==> src/rtl/parity_frame_rx.sv <==
// Framed serial byte receiver: start, 8 data bits LSB-first, parity, stop; valid/ready output.
// Optional build macro PARITY_RX_STRICT_EN enables two-sample start-bit qualification.
module parity_frame_rx #(
  parameter int unsigned PARITY_ODD = 0,
  parameter int unsigned ERR_CNT_W  = 8
) (
  input  logic                 clk,
  input  logic                 rst_n,
  input  logic                 bit_en,
  input  logic                 sdi,
  output logic [7:0]           out_data,
  output logic                 out_valid,
  input  logic                 out_ready,
  output logic                 par_err,
  output logic                 frm_err,
  output logic                 overrun,
  output logic                 busy,
  output logic [ERR_CNT_W-1:0] err_cnt,
  input  logic                 err_clr
);

  typedef enum logic [2:0] {StIdle, StStart, StData, StParity, StStop} state_e;

  state_e                 state_q, state_d;
  logic [2:0]             cnt_q, cnt_d;
  logic [7:0]             shift_q, shift_d;
  logic                   p_rx_q, p_rx_d;
  logic [7:0]             out_data_q, out_data_d;
  logic                   out_valid_q, out_valid_d;
  logic                   par_err_q, par_err_d;
  logic                   frm_err_q, frm_err_d;
  logic                   overrun_q, overrun_d;
  logic [ERR_CNT_W-1:0]   err_cnt_q, err_cnt_d;

  logic complete, perr, ferr, load, drop, err_inc;
  logic odd;

  assign odd = (PARITY_ODD != 0);

  always_comb begin
    state_d  = state_q;
    cnt_d    = cnt_q;
    shift_d  = shift_q;
    p_rx_d   = p_rx_q;
    complete = 1'b0;
    if (bit_en) begin
      case (state_q)
        StIdle: begin
          if (!sdi) begin
`ifdef PARITY_RX_STRICT_EN
            state_d = StStart;
`else
            state_d = StData;
            cnt_d   = 3'd0;
`endif
          end
        end
        // Second start sample; a 1 here is treated as a glitch, not an error.
        StStart: begin
          if (!sdi) begin
            state_d = StData;
            cnt_d   = 3'd0;
          end else begin
            state_d = StIdle;
          end
        end
        StData: begin
          shift_d[cnt_q] = sdi;
          cnt_d          = cnt_q + 3'd1;
          if (cnt_q == 3'd7) state_d = StParity;
        end
        StParity: begin
          p_rx_d  = sdi;
          state_d = StStop;
        end
        StStop: begin
          complete = 1'b1;
          state_d  = StIdle;
        end
        default: state_d = StIdle;
      endcase
    end
  end

  assign perr    = p_rx_q != ((^shift_q) ^ odd);
  assign ferr    = !sdi;
  assign load    = complete && (!out_valid_q || out_ready);
  assign drop    = complete && out_valid_q && !out_ready;
  // A dropped error frame still counts as a single event.
  assign err_inc = complete && (perr || ferr || drop);

  always_comb begin
    out_data_d  = out_data_q;
    out_valid_d = out_valid_q;
    par_err_d   = par_err_q;
    frm_err_d   = frm_err_q;
    overrun_d   = drop;
    err_cnt_d   = err_cnt_q;
    if (load) begin
      out_data_d  = shift_q;
      par_err_d   = perr;
      frm_err_d   = ferr;
      out_valid_d = 1'b1;
    end else if (out_valid_q && out_ready) begin
      out_valid_d = 1'b0;
    end
    if (err_clr) begin
      err_cnt_d = '0;
    end else if (err_inc && (err_cnt_q != {ERR_CNT_W{1'b1}})) begin
      err_cnt_d = err_cnt_q + 1'b1;
    end
  end

  always_ff @(posedge clk or negedge rst_n) begin
    if (!rst_n) begin
      state_q     <= StIdle;
      cnt_q       <= 3'd0;
      shift_q     <= 8'h00;
      p_rx_q      <= 1'b0;
      out_data_q  <= 8'h00;
      out_valid_q <= 1'b0;
      par_err_q   <= 1'b0;
      frm_err_q   <= 1'b0;
      overrun_q   <= 1'b0;
      err_cnt_q   <= '0;
    end else begin
      state_q     <= state_d;
      cnt_q       <= cnt_d;
      shift_q     <= shift_d;
      p_rx_q      <= p_rx_d;
      out_data_q  <= out_data_d;
      out_valid_q <= out_valid_d;
      par_err_q   <= par_err_d;
      frm_err_q   <= frm_err_d;
      overrun_q   <= overrun_d;
      err_cnt_q   <= err_cnt_d;
    end
  end

  assign out_data  = out_data_q;
  assign out_valid = out_valid_q;
  assign par_err   = par_err_q;
  assign frm_err   = frm_err_q;
  assign overrun   = overrun_q;
  assign busy      = (state_q != StIdle);
  assign err_cnt   = err_cnt_q;

endmodule
==> config.mk <==
export PLATFORM = sky130hd
export DESIGN_NAME = parity_frame_rx
export DESIGN_NICKNAME = d
export VERILOG_FILES = /design/src/rtl/parity_frame_rx.sv
export SDC_FILE = /design/constraint.sdc
export NUM_CORES = 1
export LEC_CHECK = 0
export CORE_AREA = 3 3 60 62
export DETAILED_ROUTE_END_ITERATION = 8
export DIE_AREA = 0 0 63 65
export HOLD_SLACK_MARGIN = 0.05
export PLACE_DENSITY = 0.81
export RECOVER_POWER = 100
export SYNTH_ARGS = -nofsm -noshare
export SYNTH_HDL_FRONTEND = slang
export SYNTH_SLANG_ARGS = --single-unit
==> constraint.sdc <==
create_clock -name clk -period 4.1 [get_ports clk]
set_clock_uncertainty 0.1 [all_clocks]
set_input_delay 0.41 -clock clk [delete_from_list [all_inputs] [get_ports clk]]
set_output_delay 0.41 -clock clk [all_outputs]
set_load 0.05 [all_outputs]
; ---- Yosys cells after proc, flatten, opt, wreduce, memory -nomap -nowiden
; Index checks and enable logic that the tools add are counted.
[totals]
ff_bits = 35
out_inout_bits = 21
[op_classes]
add_sub_neg = 2
n_lt_le_gt_ge = 2
eq_ne = 10
n_mux = 15
n_reduce_logical = 24
[op_table]
columns = cell, count
row1 = $mux 8, 2
row2 = $pmux 3 s4, 1
row3 = $mux 3, 3
row4 = $add 8x1->8 const B, 1
row5 = $bwmux 8, 1
row6 = $ne 8x8->1 const B, 1
row7 = $reduce_xor 8->1, 1
row8 = $logic_and 1x1->1, 7
row9 = $eq 3x2->1 const B, 2
row10 = $eq 3x3->1 const B, 2
row11 = $ne 2x2->1 const B, 3
row12 = $pmux 3 s2, 1
row13 = $reduce_and 3->1, 2
row14 = $reduce_bool 2->1, 3
row15 = $mux 1, 5
row16 = $lt 3x4->1 const B, 1
row17 = $reduce_and 2->1, 2
row18 = $add 3x1->3 const B, 1
row19 = $demux 1 s3, 1
row20 = $eq 3x1->1 const B, 1
row21 = $ge 3x1->1 const B, 1
row22 = $logic_not 1->1, 3
row23 = $logic_not 3->1, 1
row24 = $logic_or 1x1->1, 3
row25 = 4 further kinds, 4

; ---- Logic depth before layout (Yosys ltp)
[logic_depth]
word_depth = 10
depth_mapped = 7

; ---- Worst setup path after synthesis
; Ideal clock, no wire load.
[synth_timing]
kind = reg2reg
start = register err_cnt_q[0], in the netlist err_cnt[0]
end = register err_cnt_q[4], in the netlist err_cnt[4]
setup_ps = 125
t_arrival_ps = 1869
t_required_ps = 3875
path_slack_ps = 2006
stages_incl_launch_ff = 6
n_path_buf = 0
period_less_slack_ps = 2094
cell_sequence = dfrtp_1 ha_1 a41o_1 or2_2 nor3_2 mux2_4
[synth_between]
elab_chain_len = 3
[synth_lines]
columns = element, line_no
row1 = start: declaration, 33  ; logic [ERR_CNT_W-1:0] err_cnt_q, err_cnt_d;
row2 = start signal: assignment, 136  ; err_cnt_q <= err_cnt_d;
row3 = $add 8x1->8 / $ne 8x8->1 (equally long branches), "110, 109"
row4 = $mux 8 / $logic_and 1x1->1 (equally long branches), 109  ; end else if (err_inc && (err_cnt_q != {ERR_CNT_W{1'b1}})) begin
row5 = $mux 8 / $reduce_bool 2->1 (equally long branches), n/a
; Parallel ways exist; a longest one is shown, timed or not. The select of a mux whose other input is x is not followed.
; A chain may end at the register's enable or synchronous reset.

; ---- Final worst setup path
[layout_timing]
start = input port sdi
end = register err_cnt_q[3], in the netlist err_cnt[3]
[layout_between]
elab_chain_len = 6
[layout_lines]
columns = element, line_no
row1 = start: declaration, 10  ; input logic sdi,
row2 = $logic_not 1->1, 86  ; assign ferr = !sdi;
row3 = $logic_or 1x1->1 (2 in series), 90  ; assign err_inc = complete && (perr || ferr || drop);
row4 = $logic_and 1x1->1, 90
row5 = $logic_and 1x1->1, 109
row6 = $reduce_bool 2->1 (no source line), n/a
; No other way between the ends.

==> results.md <==
* Die width at 63 um
* Max-slew violations at 36
* Part of the cycle the worst path needs at 66.5%
* Worst path required time at 4230 ps
* PwrDens at 638 mW/mm2
* Num CTS Buffers at 5
* Yosys reg bits at 35
* # DRC at 0
* Cell at the slowest stage of the critical path: dlygate4sd3_1
* Unique masters post-synth at 43
* Switching Fraction at 41.9%
* Post-synthesis compound-gate area fraction at 12.2%
* Antenna viol nets, final at 0
* Rel. slew slack at -21.4%
* Cts hold-fix bufs at 0
* Min Tclk post-route at 2730 ps
* Clk buf depth at 2
* Leakage at 0.977 nW
* Delay-heaviest family, CP: multiplexers
* Most used DFF post-synth: dfrtp_1
* Max incr delay on CP at 760 ps
* CP Capture Type: flip-flop
* H-tree depth at 2
* Mux cell area share after synthesis at 11.7%
* Async SR Flop Fraction at 100%
* Initial antenna violation count at 0
* Sequential fraction of design power at 40.5%
* Number of flops mapped to enable cells by yosys at 0
* Combinational Power Share at 46.0%
* Clock slew at reported path FFs at 100 ps
* Initial DRC count at 34
* Syn Nets at 166
* Post-DP HPWL at 2550 um
* CP Cell Sequence: dlygate4sd3_1 > inv_1 > a311o_1 > mux2i_1 > nor3_1 > mux2_1
* Sequential area share after synthesis at 49.8%
* Setup TNS at 0 ps
* Routed len/inst at 15.7 um
* Cell Int Power at 0.000766 W
* Fraction of layout cells with a size suffix above 1 at 6.01%
* Via density per instance at 5.73
* Synth Instances at 157
* Synth Warn # at 0
* Fmax at 0.367 GHz
* Worst Hold Class: flip-flop to flip-flop
* Failing checks: capacitance limit, slew limit
* Critical path startpoint category: input pin
* Critical Path AT at 2860 ps
* Clock root cell: clkbuf_4
* Post-Place Setup Slack at 1490 ps
* # resized after CTS at 0
* Clock power frac at 13.5%
* Dominant cells by area after synthesis: dfrtp_1 50%, mux2_1 8.3%, nand2_1 2.8%
* Num rows at 20
* Yosys top cell area share at 49.8%
* Setup bufs post-CTS at 0
* Post-synth top cells: 35 x dfrtp_1, 13 x mux2_1, 13 x nand2_1, 7 x o21ai_1
* PortBufs at 26
* Count of final hold-check violations at 0
* Mean Syn Cell Area at 11.2 um2
* Max Cap Viol at 1
* Worst-Margin Slew at 1820 ps
* Vias in the first global route at 1299
* TritonRoute pass-1 iters at 4
* Routability Congestion at 0.883
* Gr usage total at 18.9%
* Worst-Skew Late Latency at 350 ps
* Die area at 0.00410 mm2
* Total Wirelength at 3560 um
* Mapped cell area at 0.00176 mm2
* Yosys top cell by area: dfrtp_1
* Post-Synth Simple-Gate Area at 16.0%
* Die Height at 65 um
* RSZ-0062 raised after global routing: no
* Starting density of the core at 57.2%
* Ant. Diodes at 0
* Global-route wire length before repair at 6010 um
* Vias at 1301
* Psw at 0.000554 W
* XOR/XNOR share of the synthesized area at 4.69%
* Top-count cell post-synth: dfrtp_1
* Bufs and invs on worst path at 2
* CTS tree: built
* Final layout net count at 191
* Final setup margin at 1370 ps
* Crit Path Class: input pin to flip-flop
* Largest family of logic cells by synthesized area: simple AND/OR/NAND/NOR gates
* Worst VDD drop at 0.000357 V
* Final Util at 67.2%
* Core ar. at 0.00308 mm2
* Largest net degree at the start of global routing at 36
* Synthesis-to-layout area growth at 17.6%
* Run status: complete, but fails checks
* Adder-cell share of the synthesized area at 2.13%
* Clock sinks at 35
* Setup violators final at 0
* Worst Path Max Fanout at 14
* Grt ovf at 0
* IO Count at 27
[per-layer routing]
metal  vias to the layer above  track usage [%]  routed length, um
met1                       630             22.4               1540
met2                        41             32.0               1770
met3                         6             5.20                192
li1                        624                -                  -
met4                         0             8.26                 62
met5                         -                0                  0
[final cells by class]
class,instances,area [um2]
tap,44,55.1
clock inverter,1,5.00
inverter,5,18.8
fill,253,1010
clock buffer,7,45.0
multi-input combinational,108,806
sequential,35,876
timing repair buffer,27,264
[per-stage QoR]
| step | area [um2] | std cells | hold slack [ps] | power [W] |
|---|---|---|---|---|
| CTS | 2090 | 227 | 369 | 0.00140 |
| floorplan | 1760 | 157 | 14.4 | 0.00110 |
| detailed placement | 2040 | 219 | 374 | 0.00122 |
| global placement | 2040 | 219 | 369 | 0.00119 |
| finish | 2070 | 227 | 377 | 0.00132 |
| global route | 2070 | 227 | 414 | 0.00141 |
[state kept, by name, summed over array words and instances, names as in the netlist]
register / flops
p_rx_q: 1
cnt_q: 3
state_q: 3
out_data: 8
out_valid: 1
frm_err: 1
shift_q: 8
overrun: 1
par_err: 1
err_cnt: 8
[worst paths after layout]
kind                             from          to  slack, ps  depth (start not counted)
max                               sdi  err_cnt[3]       1370                          6
min in group asynchronous       rst_n  shift_q[3]        980                          2
min                           par_err     par_err        380                          2
min reg2reg                   par_err     par_err        380                          2
max in group asynchronous       rst_n  shift_q[6]       1870                          2
max reg2reg                shift_q[1]  err_cnt[3]       1470                          5
[power groups by stage]
| stage | combinational, W | clock, W | sequential [W] |
|---|---|---|---|
| 2_1_floorplan | 0.000521 | 0 | 0.000577 |
| 3_3_place_gp | 0.000656 | 0 | 0.000536 |
| 3_5_place_dp | 0.000679 | 0 | 0.000543 |
| 4_1_cts | 0.000681 | 0.000182 | 0.000535 |
| 5_1_grt | 0.000659 | 0.000201 | 0.000549 |
| 6_report | 0.000607 | 0.000179 | 0.000534 |
[tightest hold or removal path, cell delays in order (launching register included)]
cell and delay [ps]:
dfrtp_1 350, nand2_1 40, o21ai_0 60
[cells in the final DEF, fill, tap and decap left out, types with 2 or more instances in the layout]
| cell | count |
|---|---|
| clkbuf_4 | 5 |
| mux2_2 | 2 |
| nand2_1 | 13 |
| or4_1 | 3 |
| mux2_1 | 13 |
| o31ai_1 | 5 |
| nor3_1 | 5 |
| a22o_1 | 4 |
| dfrtp_1 | 35 |
| nor2b_1 | 2 |
| dlygate4sd3_1 | 24 |
| inv_1 | 5 |
| a21oi_1 | 6 |
| clkdlybuf4s50_1 | 2 |
| nor3b_1 | 4 |
| xor2_1 | 2 |
| nor2_1 | 5 |
| o21ai_0 | 10 |
| or3_1 | 4 |
| ha_1 | 3 |
| o21ai_1 | 2 |
| nand2b_1 | 3 |
| xnor2_1 | 2 |
| clkbuf_1 | 3 |
| nand3_1 | 3 |
[cells by family after synthesis]
kind of cell / after synthesis
buf+inv: 14
flops: 35
xor+xnor: 6
fa+ha+maj: 3
mux: 17
simple gates: 49
compound gates: 33
Power figures use the tool's default switching activity.
